$ cat config.mk
export PLATFORM = sky130hd
export DESIGN_NAME = gray_seq_ctrl
export DESIGN_NICKNAME = d
export VERILOG_FILES = /design/src/rtl/gray_seq_ctrl.sv
export SDC_FILE = /design/constraint.sdc
export NUM_CORES = 1
export LEC_CHECK = 0
export ABC_AREA = 1
export CAP_MARGIN = 20
export CORE_MARGIN = 4
export CORE_UTILIZATION = 45
export DETAILED_ROUTE_END_ITERATION = 16
export PLACE_DENSITY_LB_ADDON = 0.1
export SYNTH_ARGS = -nofsm -noshare
export SYNTH_HDL_FRONTEND = slang
export SYNTH_SLANG_ARGS = --single-unit
$ cat constraint.sdc
create_clock -name clk -period 1.3 [get_ports clk]
set_input_delay 0.26 -clock clk [delete_from_list [all_inputs] [get_ports clk]]
set_output_delay 0.26 -clock clk [all_outputs]
set_load 0.1 [all_outputs]
$ cat src/rtl/gray_seq_ctrl.sv
// Command-driven binary counter sequencer with a registered Gray-coded valid/ready output.
// Optional step checker enabled by defining GRAY_SEQ_CHECK_EN.
module gray_seq_ctrl #(
   parameter int DATA_WIDTH = 4
) (
   input  logic                  clk,
   input  logic                  reset,
   input  logic                  cmd_valid,
   output logic                  cmd_ready,
   input  logic [DATA_WIDTH-1:0] cmd_start,
   input  logic [DATA_WIDTH-1:0] cmd_count,
   input  logic                  cmd_dir,
   input  logic                  abort,
   output logic                  out_valid,
   input  logic                  out_ready,
   output logic [DATA_WIDTH-1:0] out,
   output logic                  out_last,
   output logic                  busy,
   output logic                  done,
   output logic                  err
);

   typedef enum logic [0:0] {
      ST_IDLE = 1'b0,
      ST_RUN  = 1'b1
   } state_t;

   localparam logic [DATA_WIDTH-1:0] BIN_ZERO = {DATA_WIDTH{1'b0}};
   localparam logic [DATA_WIDTH-1:0] BIN_ONE  = {{(DATA_WIDTH-1){1'b0}}, 1'b1};
   localparam logic [DATA_WIDTH:0]   CNT_ONE  = {{DATA_WIDTH{1'b0}}, 1'b1};
   localparam logic [DATA_WIDTH:0]   CNT_TWO  = {{(DATA_WIDTH-1){1'b0}}, 2'b10};
   localparam logic [DATA_WIDTH:0]   CNT_FULL = {1'b1, {DATA_WIDTH{1'b0}}};

   function automatic logic [DATA_WIDTH-1:0] gray_enc(input logic [DATA_WIDTH-1:0] bin);
      return bin ^ (bin >> 1);
   endfunction

   state_t                r_state;
   logic [DATA_WIDTH-1:0] r_bin;
   logic [DATA_WIDTH:0]   r_remaining;
   logic                  r_dir;

   logic                  w_hs;
   logic                  w_accept;
   logic [DATA_WIDTH-1:0] w_bin_nxt;
   logic [DATA_WIDTH:0]   w_cnt_load;

   assign w_hs       = out_valid & out_ready;
   assign w_accept   = (r_state == ST_IDLE) & cmd_valid;
   assign w_bin_nxt  = r_dir ? (r_bin + BIN_ONE) : (r_bin - BIN_ONE);
   // A zero count requests one full lap of the code space.
   assign w_cnt_load = (cmd_count == BIN_ZERO) ? CNT_FULL : {1'b0, cmd_count};
   assign cmd_ready  = (r_state == ST_IDLE);

   // Sequencer FSM: command capture, stepping on handshake, termination and abort.
   always_ff @(posedge clk or posedge reset) begin
      if (reset) begin
         r_state     <= ST_IDLE;
         r_bin       <= BIN_ZERO;
         r_remaining <= {(DATA_WIDTH+1){1'b0}};
         r_dir       <= 1'b0;
         out         <= BIN_ZERO;
         out_valid   <= 1'b0;
         out_last    <= 1'b0;
         busy        <= 1'b0;
         done        <= 1'b0;
      end else begin
         done <= 1'b0;
         case (r_state)
            ST_IDLE: begin
               if (cmd_valid) begin
                  r_state     <= ST_RUN;
                  r_dir       <= cmd_dir;
                  r_bin       <= cmd_start;
                  r_remaining <= w_cnt_load;
                  out         <= gray_enc(cmd_start);
                  out_valid   <= 1'b1;
                  out_last    <= (w_cnt_load == CNT_ONE);
                  busy        <= 1'b1;
               end else begin
                  r_state <= ST_IDLE;
               end
            end
            ST_RUN: begin
               // Abort wins even over a simultaneous final handshake: no done pulse.
               if (abort) begin
                  r_state   <= ST_IDLE;
                  out_valid <= 1'b0;
                  out_last  <= 1'b0;
                  busy      <= 1'b0;
               end else if (w_hs && out_last) begin
                  r_state   <= ST_IDLE;
                  out_valid <= 1'b0;
                  out_last  <= 1'b0;
                  busy      <= 1'b0;
                  done      <= 1'b1;
               end else if (w_hs) begin
                  r_bin       <= w_bin_nxt;
                  r_remaining <= r_remaining - CNT_ONE;
                  out         <= gray_enc(w_bin_nxt);
                  out_last    <= (r_remaining == CNT_TWO);
               end else begin
                  r_state <= ST_RUN;
               end
            end
            default: begin
               r_state   <= ST_IDLE;
               out_valid <= 1'b0;
               out_last  <= 1'b0;
               busy      <= 1'b0;
            end
         endcase
      end
   end

`ifdef GRAY_SEQ_CHECK_EN
   function automatic logic is_onehot(input logic [DATA_WIDTH-1:0] v);
      return (v != BIN_ZERO) && ((v & (v - BIN_ONE)) == BIN_ZERO);
   endfunction

   logic [DATA_WIDTH-1:0] r_prev;
   logic                  r_chk_pend;
   logic                  r_err;

   // Step checker: the code following each non-final handshake must differ in one bit.
   always_ff @(posedge clk or posedge reset) begin
      if (reset) begin
         r_prev     <= BIN_ZERO;
         r_chk_pend <= 1'b0;
         r_err      <= 1'b0;
      end else if (w_accept) begin
         r_chk_pend <= 1'b0;
         r_err      <= 1'b0;
      end else begin
         r_chk_pend <= (r_state == ST_RUN) & ~abort & w_hs & ~out_last;
         if (w_hs) begin
            r_prev <= out;
         end else begin
            r_prev <= r_prev;
         end
         if (r_chk_pend && !is_onehot(out ^ r_prev)) begin
            r_err <= 1'b1;
         end else begin
            r_err <= r_err;
         end
      end
   end

   assign err = r_err;
`else
   assign err = 1'b0;
`endif

endmodule

==> out/summary.txt, run 1 <==
========================================================================================
Netlist area before placement                                                   1120 µm²
Synth top area cells                                                        dfrtp_1 (38%), nand2_1 (14%), inv_1 (5.7%)
HPWL after detailed placement                                                    2.22 mm
Final hold violation count                                                             0
Nets                                                                                 228
Clock sinks                                                                           17
Total DRC errors in the routed layout                                                  0
Cell accounting for the most synthesized area                                    dfrtp_1
Max-cap violation count                                                                0
Worst path top cell family by delay                                          adder cells
Clock tree from TritonCTS                                                          built
Area of the multi-input gates                                                    722 µm²
Floorplan row count                                                                   17
Cells along the critical path                                               inv_2 -> fa_2 -> inv_1 -> nand2_1 -> nand2_2 -> nand2_2 -> o211ai_1 -> nand2_1 -> nand2_1
Top cell by count, worst path                                                    nand2_1
First-pass GRT wire length                                                       5.55 mm
Layout cells sized above 1                                                         42.8%
Average instance area after synthesis                                           7.35 µm²
Worst Path Max Fanout                                                                  3
Synth unique cells                                                                    28
Area Growth Syn to Fin                                                             73.0%
Clk slew on worst S/H paths                                                      0.10 ns
Setup Skew                                                                    0.00152 ns
Crit path DAT                                                                    1.78 ns
DRC violation total after the first TritonRoute iteration                             67
Syn Inst Count                                                                       153
Period utilization                                                                  118%
Fill count                                                                           119
Result of the run                                                           complete, but fails checks
Syn nets                                                                             172
Final Max Tran Viols                                                                   0
Register area                                                                    433 µm²
Die height                                                                       58.0 µm
Cell Pwr Density                                                             2450 nW/µm²
Antenna cell count                                                                     0
Buffers & Inverters on Critical Path                                                   2
Worst IR Drop VDD                                                                2.59 mV
Total CTS buffers                                                                      3
Setup Crit Path Kind                                                             reg2reg
Class of the worst hold path                                                    in2async
Slowest cell on crit path                                                           fa_2
Number of nets still failing antenna checks after routing                              0
Root buffer selected by CTS                                                     clkbuf_4
Post-synthesis sequential area ratio                                               37.8%
Starting density of the core                                                       49.0%
Placed Instance Area                                                            1600 µm²
Count of boundary I/O pins                                                            24
Number of global-route vias before repair                                          1,213
Violations in the final reports                                             setup timing
Setup Viol. Count Final                                                               17
Clock latency on the worst-skew pair                                             0.29 ns
Crit path required time                                                          1.54 ns
Minimum clock period after layout                                                1.54 ns
Grt total ovfl                                                                         0
Via total after detailed routing                                                   1,276
Routed length per placed instance                                                16.0 µm
Critical path's largest stage delay                                              0.40 ns
Vias per inst                                                                       5.41
Least setup slack across all paths after layout                                -0.238 ns
Kind of start point of the critical path                                        register
Leakage Power                                                                   0.941 nW
Area of the die                                                                 3360 µm²
Antenna violations before repair                                                       0
Highest Clock Rate                                                               650 MHz
Number of search-and-repair iterations in the first detailed-routing pass              4
Die X-Extent                                                                     58.0 µm
Number of storage elements in the synthesis netlist                                   17
Most frequent cells in the layout                                           nand2_1 (33), buf_4 (23), dfrtp_1 (15)
Share of the synthesized area in the top cell type                                 37.8%
Core Area                                                                       2300 µm²
RSZ-0062 raised after global routing                                                true
Pin count of the biggest net entering global routing                                  18
Final wirelength                                                                 3.78 mm
Routability cong.                                                                  0.917
Clock Tree Buf Depth                                                                   2
Yosys warns                                                                            0
Overall track demand over capacity in global routing                               21.3%
Layout Cell Area excl Fill                                                      1950 µm²
IO Port Bufs                                                                          22
Number of H-tree levels                                                                1
Commonest non-fill, non-tap cell in the layout                                   nand2_1
Placement Setup Slack                                                          -0.226 ns
Worst Setup End Kind                                                            register
========================================================================================
-- flip-flops by register name (all words and copies together) (netlist names) --
name         flops
out              4
r_remaining      5
out_last         1
r_dir            1
r_state          1
r_bin            3
done             1
busy             1
-- worst paths after layout --
check,slack (ns),end,startpoint,cells past startpoint
max in group asynchronous,0.81,out_last$_DFFE_PP0P_,reset,3
worst max register to register,-0.24,out[1]$_DFFE_PP0P_,r_bin[1]$_DFFE_PP0P_,9
worst min-delay path,0.27,r_dir$_DFFE_PP0P_,reset,3
worst max-delay path,-0.24,out[1]$_DFFE_PP0P_,r_bin[1]$_DFFE_PP0P_,9
min in group clk,0.54,r_dir$_DFFE_PP0P_,cmd_dir,3
worst min register to register,0.55,r_remaining[3]$_DFFE_PP0P_,r_remaining[3]$_DFFE_PP0P_,2
-- area by class of cell --
class | instances | share of cell area (%)
inverters | 19 | 4.31
well taps | 28 | 1.80
repair buffers | 57 | 32.7
clock buffers | 3 | 1.16
multi-input cells | 110 | 37.1
repair inverters | 1 | 0.450
flip-flops and latches | 17 | 22.3
clock inverters | 1 | 0.257
-- per-stage QoR --
step                      total power, mW  hold WS (ns)  util [%]  cells  setup TNS [ns]
after floorplan                      2.77         0.186         -    153          -0.340
after global placement               3.69         0.507      69.8    216           -1.94
after detailed placement             3.75         0.521      69.8    216           -2.43
after CTS                            4.29         0.266      75.8    229          -0.829
after global routing                 5.08         0.280      84.7    236           -2.31
final                                4.78         0.271      84.7    236           -1.27
-- worst register-to-register path, delay by kind of cell (launching register included) --
kind                     cells  cell delay (ns)
adder cells (fa/ha/maj)      1             0.40
flip-flops                   1             0.37
AND/OR/NAND/NOR              5             0.37
AO/OA/AOI/OAI                1             0.20
buffers and inverters        2             0.15
-- kinds of logic (layout without fill, tap and decap cells) --
group                    Yosys count  after routing  share of synthesized area (%)
AO/OA/AOI/OAI                     26             26                           13.5
other                              1              1                          0.333
flip-flops                        17             17                           37.8
buffers and inverters             26             81                           11.9
XOR/XNOR                           2              2                           1.56
adder cells (fa/ha/maj)            5              5                           6.23
AND/OR/NAND/NOR                   76             76                           28.7
-- layer usage --
| metal | global-route usage (%) | wire, µm | up-vias |
|---|---|---|---|
| li1 | - | - | 598 |
| met1 | 25.1 | 1380 | 604 |
| met4 | 6.62 | 99 | 0 |
| met2 | 38.7 | 2110 | 60 |
| met3 | 4.23 | 194 | 14 |
| met5 | 0 | 0 | - |
-- power by group --
group / internal [mW] / switching, mW / leakage (nW) / total (mW)
logic: 1.46 / 2.03 / 0.721 / 3.49
registers: 0.757 / 0.235 / 0.202 / 0.992
clock network: 0.115 / 0.178 / 0.0177 / 0.293
-- synth_stat cells --
master / instances
nand3b_1: 1
a21oi_1: 7
nor3_1: 1
o21ai_1: 7
nand3_1: 12
inv_1: 17
conb_1: 1
inv_2: 1
o211ai_1: 1
dfrtp_1: 17
nand4_1: 1
buf_4: 4
o21ai_2: 1
nand2_4: 1
xor2_1: 1
xnor2_1: 1
clkinv_4: 1
nand2_2: 1
fa_1: 1
nand2_1: 41
buf_2: 1
ha_1: 4
buf_6: 2
o21ai_0: 6
a31oi_1: 3
o21ai_4: 1
or2_1: 2
nor2_1: 16
-- what timing repair did --
| action | 4_1_cts | 5_1_grt |
|---|---|---|
| resized for setup | 11 | 42 |
| endpoints found under the setup margin | 10 | 18 |
| pin swaps | 6 | 11 |
| gates cloned | 1 | 0 |
| hold buffers | 0 | 0 |
| setup buffers | 8 | 7 |
Note: power is estimated with default switching activity, not from simulation.
==> inputs of run 2 (changes only) <==
--- a/config.mk
+++ b/config.mk
@@ -14,3 +14,4 @@
 export SYNTH_ARGS = -nofsm -noshare
 export SYNTH_HDL_FRONTEND = slang
 export SYNTH_SLANG_ARGS = --single-unit
+export TNS_END_PERCENT = 30
==> constraint.sdc (replaced) <==
create_clock -name clk -period 1.36 [get_ports clk]
set_input_delay 0.272 -clock clk [delete_from_list [all_inputs] [get_ports clk]]
set_output_delay 0.272 -clock clk [all_outputs]
set_load 0.1 [all_outputs]
==> run 2 against run 1 <==
Net effect:
- the flow still finishes with violations (setup timing)
- register-to-register slack gained 0.10 ns
- clock skew grew 0.010 ns
- core utilization shrank 12 points
- worst hold slack lost 0.00090 ns
- sequential power shrank 6.1%
- via count shrank 14%
- cell count shrank 6.8%
- design area shrank 15%
- first-iteration DRC count shrank 57%
- highest routed layer unchanged
==> out/summary.txt, run 2 (synthesis results as in run 1) <==
========================================================================================
Worst Path Max Fanout                                                                  3   unchanged
Final Max Tran Viols                                                                   0   unchanged
Clock tree from TritonCTS                                                          built
Worst reg-to-reg path cell count                                                      12   +3
Max FFs per register                                                                   5   unchanged
Clock Tree Buf Depth                                                                   2   unchanged
Clock network power share                                                           7.2%   +1.1 points
Root buffer selected by CTS                                                     clkbuf_4
HPWL after detailed placement                                                    2.07 mm   -6.6%
R2R Path End                                                                out[2]$_DFFE_PP0P_
Leakage Power                                                                   0.805 nW   -14%
Grt total ovfl                                                                         0   unchanged
Worst Setup End Kind                                                            register
Result of the run                                                           complete, but fails checks
Max-cap violation count                                                                0   unchanged
Core Area                                                                       2300 µm²   unchanged
Count of boundary I/O pins                                                            24   unchanged
Final hold violation count                                                             0   unchanged
Nets                                                                                 212   -7.0%
DRC violation total after the first TritonRoute iteration                             29   -57%
Switching part of the total power                                                  51.0%   -0.094 points
IO Port Bufs                                                                          22   unchanged
Finished Core Util                                                                 72.2%   -12 points
Antenna cell count                                                                     0   unchanged
Highest Clock Rate                                                               667 MHz   +2.6%
Floorplan row count                                                                   17   unchanged
Layout cells sized above 1                                                         28.6%   -14 points
Reg-to-reg critical path startpoint                                         r_dir$_DFFE_PP0P_
Number of global-route vias before repair                                          1,046   -14%
Registers with the most flip-flops                                          r_remaining (5), out (4), r_bin (3)
Crit path DAT                                                                    1.70 ns   -0.08 ns
Setup Skew                                                                     0.0119 ns   +0.0104 ns
R2R setup slack                                                                 -0.14 ns   +0.10 ns
Setup Crit Path Kind                                                             reg2reg
Clock latency on the worst-skew pair                                             0.31 ns   +0.02 ns
Die height                                                                       58.0 µm   unchanged
Via total after detailed routing                                                   1,096   -14%
Combinational Power Share                                                          69.5%   -3.6 points
Net Switching                                                                    2.04 mW   -16%
Placed Instance Area                                                            1570 µm²   -1.9%
Kind of start point of the critical path                                        register
Most frequent cells in the layout                                           nand2_1 (35), buf_4 (18), nor2_1 (15), dfrtp_1 (15)
Setup Viol. Count Final                                                                8   -9
Period utilization                                                                  110%   -8.1 points
Commonest non-fill, non-tap cell in the layout                                   nand2_1
Routed length per placed instance                                                12.5 µm   -22%
Least setup slack across all paths after layout                                -0.139 ns   +0.0995 ns
Violations in the final reports                                             setup timing
RSZ-0062 raised after global routing                                                true
Starting density of the core                                                       49.0%   unchanged
Number of H-tree levels                                                                1   unchanged
Vias per inst                                                                       4.98   -7.9%
Area Growth Syn to Fin                                                             47.5%
Clk slew on worst S/H paths                                                      0.11 ns   about the same
Die X-Extent                                                                     58.0 µm   unchanged
Area of the die                                                                 3360 µm²   unchanged
Cell Pwr Density                                                             2410 nW/µm²   -1.9%
Total CTS buffers                                                                      3   unchanged
Routability cong.                                                                  0.913   -0.37%
Internal Dissipation                                                             1.96 mW   -16%
Seq pwr share                                                                      23.3%   +2.5 points
Minimum clock period after layout                                                1.50 ns   -0.0395 ns
Worst IR Drop VDD                                                                2.23 mV   -14%
Overall track demand over capacity in global routing                               17.8%   -3.5 points
Pin count of the biggest net entering global routing                                  21   +3
Total DRC errors in the routed layout                                                  0   unchanged
# hold bufs at CTS                                                                     0   unchanged
First-pass GRT wire length                                                       4.64 mm   -16%
Clock sinks                                                                           17   unchanged
Number of nets still failing antenna checks after routing                              0   unchanged
Antenna violations before repair                                                       0   unchanged
Number of search-and-repair iterations in the first detailed-routing pass              4   unchanged
Biggest register                                                             r_remaining
Layout Cell Area excl Fill                                                      1660 µm²   -15%
Final wirelength                                                                 2.74 mm   -27%
Crit path required time                                                          1.56 ns   +0.02 ns
Class of the worst hold path                                                    in2async
========================================================================================
## run 2: cell count changes in the layout (fill, tap and decap cells not counted), sizes merged
cell,before,now
clkbuf,3,4
clkinv,3,1
buf,44,29
## run 2: repair_timing
item / 4_1_cts / 5_1_grt
pin swaps: 2 / 4
resized for setup: 8 / 11
setup buffers: 1 / 0
gates cloned: 0 / 0
endpoints found under the setup margin: 8 / 15
## run 2: power groups by stage
stage | Sequential (mW) | Combinational (mW) | Clock (mW)
final | 0.931 | 2.78 | 0.289
after global routing | 0.959 | 3.04 | 0.319
after CTS | 0.920 | 2.65 | 0.302
after detailed placement | 0.919 | 2.58 | 0
after global placement | 0.911 | 2.54 | 0
after floorplan | 1.32 | 1.29 | 0
## run 2: critical path: stages (launching register included)
cell	delay (ns)
dfrtp_1	0.42
inv_2	0.07
buf_6	0.12
ha_4	0.25
nand2_1	0.05
nand2_2	0.08
nand2_2	0.06
nand2_2	0.08
nand2_1	0.05
nand2_1	0.05
nand3_1	0.06
nand2_1	0.07
inv_1	0.04
## run 2: per-stage QoR
step,setup TNS (ns),worst slack (ns),power (mW),instances,hold WS [ns]
after global routing,-1.49,-0.252,4.32,220,0.302
after CTS,-0.595,-0.149,3.87,220,0.262
after global placement,-1.26,-0.144,3.45,216,0.504
after detailed placement,-1.76,-0.168,3.50,216,0.524
after floorplan,-0.185,-0.0811,2.61,153,0.198
final,-0.540,-0.139,4.00,220,0.270
## run 2: area by class of cell
cell class	instances	area (µm²)
fillers	174	638
multi-input cells	110	616
repair buffers	42	468
flip-flops and latches	17	433
inverters	19	81.3
well taps	28	35.0
clock buffers	4	26.3
## run 2: worst max path at each step
stage | startpoint | end | slack (ns) | depth (start not counted)
3_5_place_dp | out_ready | r_remaining[2]$_DFFE_PP0P_ | -0.17 | 8
5_1_grt | r_dir$_DFFE_PP0P_ | out[2]$_DFFE_PP0P_ | -0.25 | 12
6_report | r_dir$_DFFE_PP0P_ | out[2]$_DFFE_PP0P_ | -0.14 | 12
4_1_cts | r_dir$_DFFE_PP0P_ | out[2]$_DFFE_PP0P_ | -0.15 | 9
3_3_place_gp | abort | out[2]$_DFFE_PP0P_ | -0.14 | 7
2_1_floorplan | r_bin[0]$_DFFE_PP0P_ | out[0]$_DFFE_PP0P_ | -0.08 | 7
## run 2: per-layer routing
metal | vias to the layer above | global-route usage, % | wire [µm]
met1 | 505 | 23.0 | 1250
met5 | - | 0 | 0
met4 | 0 | 5.96 | 43
li1 | 561 | - | -
met2 | 25 | 28.9 | 1320
met3 | 5 | 4.45 | 128
